**src/rtl/ram_sweep.sv**
```systemverilog
// Single-port word RAM that clears itself after reset or on request.
// Optional macro RAM_SWEEP_BYPASS_EN: read+write in one cycle returns the write data.
module ram_sweep #(
   parameter int unsigned          DATA_W    = 8,
   parameter int unsigned          ADDR_W    = 8,
   parameter logic [DATA_W-1:0]    CLEAR_VAL = '0
) (
   input  logic              clk,
   input  logic              rst_n,
   input  logic              read,
   input  logic              write,
   input  logic              clear,
   input  logic [ADDR_W-1:0] address,
   input  logic [DATA_W-1:0] data,
   output logic [DATA_W-1:0] out,
   output logic              out_valid,
   output logic              busy
);

   localparam int unsigned DEPTH = 2 ** ADDR_W;

   typedef enum logic {
      ST_SWEEP = 1'b0,
      ST_IDLE  = 1'b1
   } state_t;

   state_t              r_state;
   logic [ADDR_W-1:0]   r_sweep_ptr;
   logic                r_busy;
   logic [DATA_W-1:0]   r_out;
   logic                r_out_valid;
   logic [DATA_W-1:0]   r_mem [DEPTH];

   logic                w_idle_access;
   logic                w_rd_en;
   logic                w_wr_en;
   logic                w_sweep_done;
   logic                w_mem_we;
   logic [ADDR_W-1:0]   w_mem_addr;
   logic [DATA_W-1:0]   w_mem_din;
   logic [DATA_W-1:0]   w_rd_data;

   // Accesses are honoured only in IDLE and only when no clear is requested.
   assign w_idle_access = (r_state == ST_IDLE) && !clear;
   assign w_rd_en       = w_idle_access && read;
   assign w_wr_en       = w_idle_access && write;
   assign w_sweep_done  = (r_sweep_ptr == {ADDR_W{1'b1}});

   // The sweep owns the write port; user writes use it only in IDLE.
   assign w_mem_we   = (r_state == ST_SWEEP) || w_wr_en;
   assign w_mem_addr = (r_state == ST_SWEEP) ? r_sweep_ptr : address;
   assign w_mem_din  = (r_state == ST_SWEEP) ? CLEAR_VAL   : data;

   // Read and write share one address, so a combined access is always same-address.
`ifdef RAM_SWEEP_BYPASS_EN
   assign w_rd_data = w_wr_en ? data : r_mem[address];
`else
   assign w_rd_data = r_mem[address];
`endif

   // Storage carries no reset so it maps onto block RAM.
   always_ff @(posedge clk) begin
      if (w_mem_we) begin
         r_mem[w_mem_addr] <= w_mem_din;
      end
   end

   // Sweep/idle control with registered busy and read data.
   always_ff @(posedge clk or negedge rst_n) begin
      if (!rst_n) begin
         r_state     <= ST_SWEEP;
         r_sweep_ptr <= '0;
         r_busy      <= 1'b1;
         r_out       <= '0;
         r_out_valid <= 1'b0;
      end else begin
         r_out_valid <= 1'b0;
         case (r_state)
            ST_SWEEP: begin
               r_sweep_ptr <= r_sweep_ptr + ADDR_W'(1);
               if (w_sweep_done) begin
                  r_state <= ST_IDLE;
                  r_busy  <= 1'b0;
               end
            end
            ST_IDLE: begin
               if (clear) begin
                  r_state     <= ST_SWEEP;
                  r_sweep_ptr <= '0;
                  r_busy      <= 1'b1;
               end else if (w_rd_en) begin
                  r_out       <= w_rd_data;
                  r_out_valid <= 1'b1;
               end
            end
            default: begin
               r_state     <= ST_SWEEP;
               r_sweep_ptr <= '0;
               r_busy      <= 1'b1;
            end
         endcase
      end
   end

   assign out       = r_out;
   assign out_valid = r_out_valid;
   assign busy      = r_busy;

endmodule

```
**config.mk**
```make
export PLATFORM = sky130hd
export DESIGN_NAME = ram_sweep
export DESIGN_NICKNAME = d
export VERILOG_FILES = /design/src/rtl/ram_sweep.sv
export SDC_FILE = /design/constraint.sdc
export NUM_CORES = 2
export LEC_CHECK = 0
export ABC_AREA = 1
export ABC_CLOCK_PERIOD_IN_PS = 5100
export BUFFER_PORTS_ARGS = -buffer_cell sky130_fd_sc_hd__buf_2
export CORE_MARGIN = 2
export CORE_UTILIZATION = 47
export CTS_CLUSTER_SIZE = 24
export DETAILED_ROUTE_END_ITERATION = 16
export PLACE_DENSITY = 0.64
export SYNTH_ARGS = -nofsm -noshare
export SYNTH_HDL_FRONTEND = slang
export SYNTH_SLANG_ARGS = --single-unit
```
**constraint.sdc**
```tcl
create_clock -name clk -period 5.1 [get_ports clk]
set_clock_uncertainty 0.15 [all_clocks]
set_input_delay 1.02 -clock clk [delete_from_list [all_inputs] [get_ports clk]]
set_output_delay 1.02 -clock clk [all_outputs]
set_load 0.01 [all_outputs]
```
======== Word level (Yosys, flattened, before mapping) ========
Memories as Yosys holds them, arrays and structs flattened. A register that Yosys moved wholly into a read port is not among the register bits.
Index checks and enable logic that the tools add are counted.
word-level totals
  RAM bits ................................ 2,048
  memories ................................ 1
  register bits after elaboration ......... 11
  input bits .............................. 21
  logic and storage cells ................. 34
memory list
  memory  depth  bits a word  rd ports  clocked after Yosys merged registers in  wr ports  RTL line  RTL
  r_mem   256    8            1         1                                        1         32        logic [DATA_W-1:0] r_mem [DEPTH];
operators by class
  reduce and logical (&&, ||, !) cells .... 8
  add/subtract/negate cells ............... 1
  equality and inequality tests ........... 3
  bitwise operators ....................... 2
  mux-type cells .......................... 15
operator list
  operator               count
  $mux W8                3
  $pmux W8 S2            1
  $mux W1                9
  $add A8 B1 Y8 const B  1
  $eq A8 B8 Y1 const B   1
  $ne A2 B2 Y1 const B   2
  $pmux W1 S2            2
  $logic_and A1 B1 Y1    3
  $reduce_and A3 Y1      1
  $logic_not A1 Y1       2
  $not A1 Y1             2
  $reduce_and A2 Y1      1
  $logic_or A1 B1 Y1     1

======== Longest topological paths before layout ========
  depth after elaboration ................. 6
  gate-level depth with buffers ........... 15
  gate-level depth less buffers ........... 11

======== Worst setup path after synthesis ========
Ideal clock, no wire load.
  path kind ............................... in2reg
  start ................................... input port data[0]
  end ..................................... memory r_mem[0][0], data pin
  stages on the path ...................... 2
  setup time .............................. 0.773 ns
  buffers on the path ..................... 0
  setup slack ............................. 0.348 ns
  required time ........................... 4.177 ns
  arrival ................................. 3.828 ns
  cells stage by stage .................... nand2_1 > inv_1
on the way
  longest elaborated chain between the ends .. 1
ends and longest elaborated chain
  item              RTL line  RTL
  start, declared   14        input logic [DATA_W-1:0] data,
  $mux W8           52        assign w_mem_din = (r_state == ST_SWEEP) ? CLEAR_VAL : data;
  via w_mem_din[0]  40        logic [DATA_W-1:0] w_mem_din;
  end, declared     32
The timed path passes the listed nets, and every way through them passes these cells.

======== Final worst setup path ========
  start ................................... register r_state
  end ..................................... memory r_mem[212][3] (enable)
on the way
  longest elaborated chain between the ends .. 5
  elaborated cells between the ends (all ways) .. 7
  those cells by class .................... mux (3); bitwise (1); reduce/logical (3)
ends and longest elaborated chain
  item                           RTL line  RTL
  start, declared                27        state_t r_state;
  start signal, assigned         71        r_state <= ST_SWEEP;
  start signal, assigned         82        r_state <= ST_IDLE;
  start signal, assigned         88        r_state <= ST_SWEEP;
  $logic_and A1 B1 Y1            44        assign w_idle_access = (r_state == ST_IDLE) && !clear;
  $logic_and A1 B1 Y1            46        assign w_wr_en = w_idle_access && write;
  $logic_or A1 B1 Y1             50        assign w_mem_we = (r_state == ST_SWEEP) || w_wr_en;
  $mux W1                        63        if (w_mem_we) begin
  $mux W1 (not written as such)  64        r_mem[w_mem_addr] <= w_mem_din;
Parallel ways exist; a longest one is shown, timed or not.

==> flow_summary_export.csv <==
group,metric,value,unit
worst_setup_path,max_stage_delay,1150,ps
global_route,grt_max_degree,217,
sta,hold_viol_final,0,
hold_path,hold_path_depth,2,
global_route,antenna_found_initial,9,
die,rows,155,
cts,cts_buffers,203,
placed_design,gp_congestion,0.898,
power_and_ir_drop,power_frac_seq,51.1,%
hold_path,hold_path_class,"register to register",
power_and_ir_drop,p_int,28000,uW
power_and_ir_drop,pwr-share-comb,9.4,%
logic_synthesis,synth_area_per_cell,11.8,sq um
logic_synthesis,synthCells,7102,
power_and_ir_drop,p_sw,9390,uW
cts,htreeDepth,4,
worst_setup_path,r2r_end,"r_mem[212][3]",
worst_setup_path,r2r_start,"r_state",
logic_synthesis,yosys_warnings,0,
routing,num_vias,54700,
worst_setup_path,reg2regPathDepth,7,
worst_setup_path,path_max_fanout,29,
placed_design,dp_hpwl,126000,microns
worst_setup_path,critPathLaunch,"r_state",
power_and_ir_drop,swShare,25.1,%
run,cap_viol_max_count,0,
logic_synthesis,synth.cell_area,84100,sq um
logic_synthesis,yosysSeqAreaShare,73.7,%
worst_setup_path,crit_path_start_kind,"register",
routing,routed_wl,226000,microns
layout,drive_above_1_share,5.96,%
worst_setup_path,cp-end-kind,"register",
routing,first_iter_violations,6850,
cts,path_clk_slew,60,ps
sta,clock.fmax,210,MHz
worst_setup_path,worst-setup-path-type,"register to register",
layout,syn2layout_area_growth,10.3,%
worst_setup_path,cp.arrival,5100,ps
sta,maxSlewHeadroom,16.0,%
worst_setup_path,cpMaxStageDelayCell,"dfrtp_1",
status,status,"finished, final reports clean",
die,die_area,182000,sq um
sta,setup_tns,0,ps
die,die-height,427,microns
routing,ant_nets,0,
placed_design,dp.cells,9112,
cts,numClockSinks,2067,
sta,fin_crit_sh,93.5,%
power_and_ir_drop,clkPwrFrac,39.4,%
worst_setup_path,worstPathRequired,5430,ps
global_route,grt_pass1_vias,51900,
logic_synthesis,yosysTopAreaCell,"edfxtp_1",
power_and_ir_drop,p_leak,0.0328,uW
hold_path,hold_start,"out[6]",
layout,stdcell_count,9497,
global_route,gr-usage-all-layers,24.5,%
routing,wl_per_cell,23.8,microns
logic_synthesis,synth.distinct_cells,27,
routing,first_pass_iters,5,
die,ios,31,
cts,clock_latency,860,ps
die,core,178000,sq um
cts,post_cts_buffers,0,
power_and_ir_drop,powerDensity,403,nW/um^2
cts,cts-root-buf,"clkbuf_16",
cts,clock_path_buffers,3,
logic_synthesis,synthTopCellsByArea,"edfxtp_1 (73%), nand3_1 (12%), nand2_1 (9.5%), buf_2 (1.8%), nor2_1 (1.3%)",
sta,finalSetupViolCount,0,
die,die_w,427,microns
sta,drv_slew,0,
worst_setup_path,endpoint,"r_mem[212][3]",
sta,post-route-min-period,4770,ps
cts,cts_tree,"done",
sta,rsz0062_at_grt,"false",
logic_synthesis,synth-seq-cells,2067,
global_route,overflow,0,
worst_setup_path,r2r_slack,330,ps
layout,nNetsFinal,6985,
power_and_ir_drop,irDropWorstVdd,0.000412,V
routing,viasPerCell,5.76,
routing,drc,0,
global_route,grt_pass1_wl,333000,microns
placed_design,numPortBuffers,30,
sta,worst_pin_slew,1250,ps
die,initial_core_util,47.2,%
worst_setup_path,path_cells,"nand2_1 > o21ai_0 > inv_1 > nor2_1 > nand2_1 > buf_4 > nor2_1",
logic_synthesis,synth_nets,7124,
logic_synthesis,netlist.area_leader.share,73.2,%
-- layout make-up --
class,count,area [sq um]
Antenna cell,7,17.5
Multi-Input combinational cell,4483,19500
Timing Repair Buffer,141,1450
Clock buffer,259,5340
Inverter,67,345
Fill cell,15100,85300
Sequential cell,2067,62000
Clock inverter,118,1170
Tap cell,2355,2950
-- metal layers --
layer	track usage (%)	up-vias	routed length [microns]
met2	38.4	2673	105000
met3	4.59	423	20400
li1	-	24900	-
met1	33.7	26700	91400
met5	0	-	20
met4	10.1	2	9240
-- cells by family (layout without fill, tap and decap cells) --
| group | after synthesis | count (layout) | share of synthesized area (%) |
|---|---|---|---|
| buffers and inverters | 552 | 585 | 3.14 |
| other | 0 | 7 | 0 |
| adder cells (fa/ha/maj) | 1 | 1 | 0.0149 |
| AND/OR/NAND/NOR | 4461 | 4461 | 23.0 |
| AO/OA/AOI/OAI | 21 | 21 | 0.146 |
| flip-flops | 2067 | 2067 | 73.7 |
-- worst min-delay path by stage --
stage / endpoint / slack [ps]
after floorplan: r_sweep_ptr[6] / 320
after global placement: out[5] / 320
after detailed placement: out[6] / 320
after CTS: out[6] / 330
after global routing: out[1] / 350
final: out[6] / 340
-- sequential cells by signal, indices dropped and copies added (netlist names) --
register     count
r_mem         2048
out_valid        1
out              8
r_state          1
r_sweep_ptr      8
busy             1
-- power groups by stage --
stage / Combinational [uW] / Clock, uW / Sequential (uW)
after floorplan: 1920 / 0 / 19500
after global placement: 3440 / 0 / 19500
after detailed placement: 3460 / 0 / 19500
after CTS: 3480 / 14900 / 19100
after global routing: 3730 / 15500 / 19100
final: 3530 / 14700 / 19100
-- layout by cell type, fill, tap and decap left out, types with 3 or more instances in the layout --
| cell type | count |
|---|---|
| a21oi_1 | 3 |
| buf_12 | 34 |
| buf_2 | 26 |
| buf_4 | 76 |
| buf_8 | 3 |
| bufinv_16 | 18 |
| clkbuf_1 | 52 |
| clkbuf_16 | 204 |
| clkbuf_8 | 3 |
| clkinv_1 | 63 |
| clkinv_16 | 4 |
| clkinv_2 | 19 |
| clkinv_4 | 3 |
| clkinvlp_4 | 4 |
| dfrtp_1 | 18 |
| diode_2 | 7 |
| edfxtp_1 | 2048 |
| inv_1 | 48 |
| inv_16 | 4 |
| inv_2 | 4 |
| inv_6 | 6 |
| inv_8 | 10 |
| nand2_1 | 2120 |
| nand3_1 | 2043 |
| nor2_1 | 291 |
| nor3_1 | 3 |
| o21ai_0 | 14 |
-- through the flow --
stage | worst slack [ps] | util, % | hold slack, ps | power [uW] | area [sq um]
2_1_floorplan | 348 | - | 324 | 21400 | 84100
3_3_place_gp | 343 | 48.4 | 318 | 22900 | 86200
3_5_place_dp | 416 | 48.4 | 315 | 22900 | 86200
4_1_cts | 367 | 52.1 | 331 | 37500 | 92700
5_1_grt | 253 | 52.1 | 353 | 38400 | 92700
6_report | 332 | 52.1 | 337 | 37400 | 92700
-- cells in the mapped netlist --
cell and number:
a32oi_1 1, nand4_1 1, buf_6 5, buf_2 302, a21oi_1 3, clkbuf_1 91
nand2_1 2120, nor3_1 3, or2_2 1, nor2_2 1, inv_2 5, dfrtp_1 18
dfstp_2 1, buf_1 48, edfxtp_1 2048, ha_1 1, a21oi_4 1, nand3_1 2043
nor2_1 291, inv_4 1, o21ai_1 1, nand3b_1 1, o21ai_0 14, buf_4 39
o21bai_1 1, inv_1 58, clkinv_1 3
-- critical path: cells and delay by family (launching register included) --
family                 cells  cell delay, ps
buffers and inverters      2             500
AOI/OAI and AO/OA          1             250
and+or+nand+nor            4            2330
DFF                        1            1150
-- what timing repair did --
item                                   CTS  global route
endpoints found under the hold margin   18             0
hold buffers                             1             0
gates resized for setup                  0             0
(Power assumes the default switching activity.)
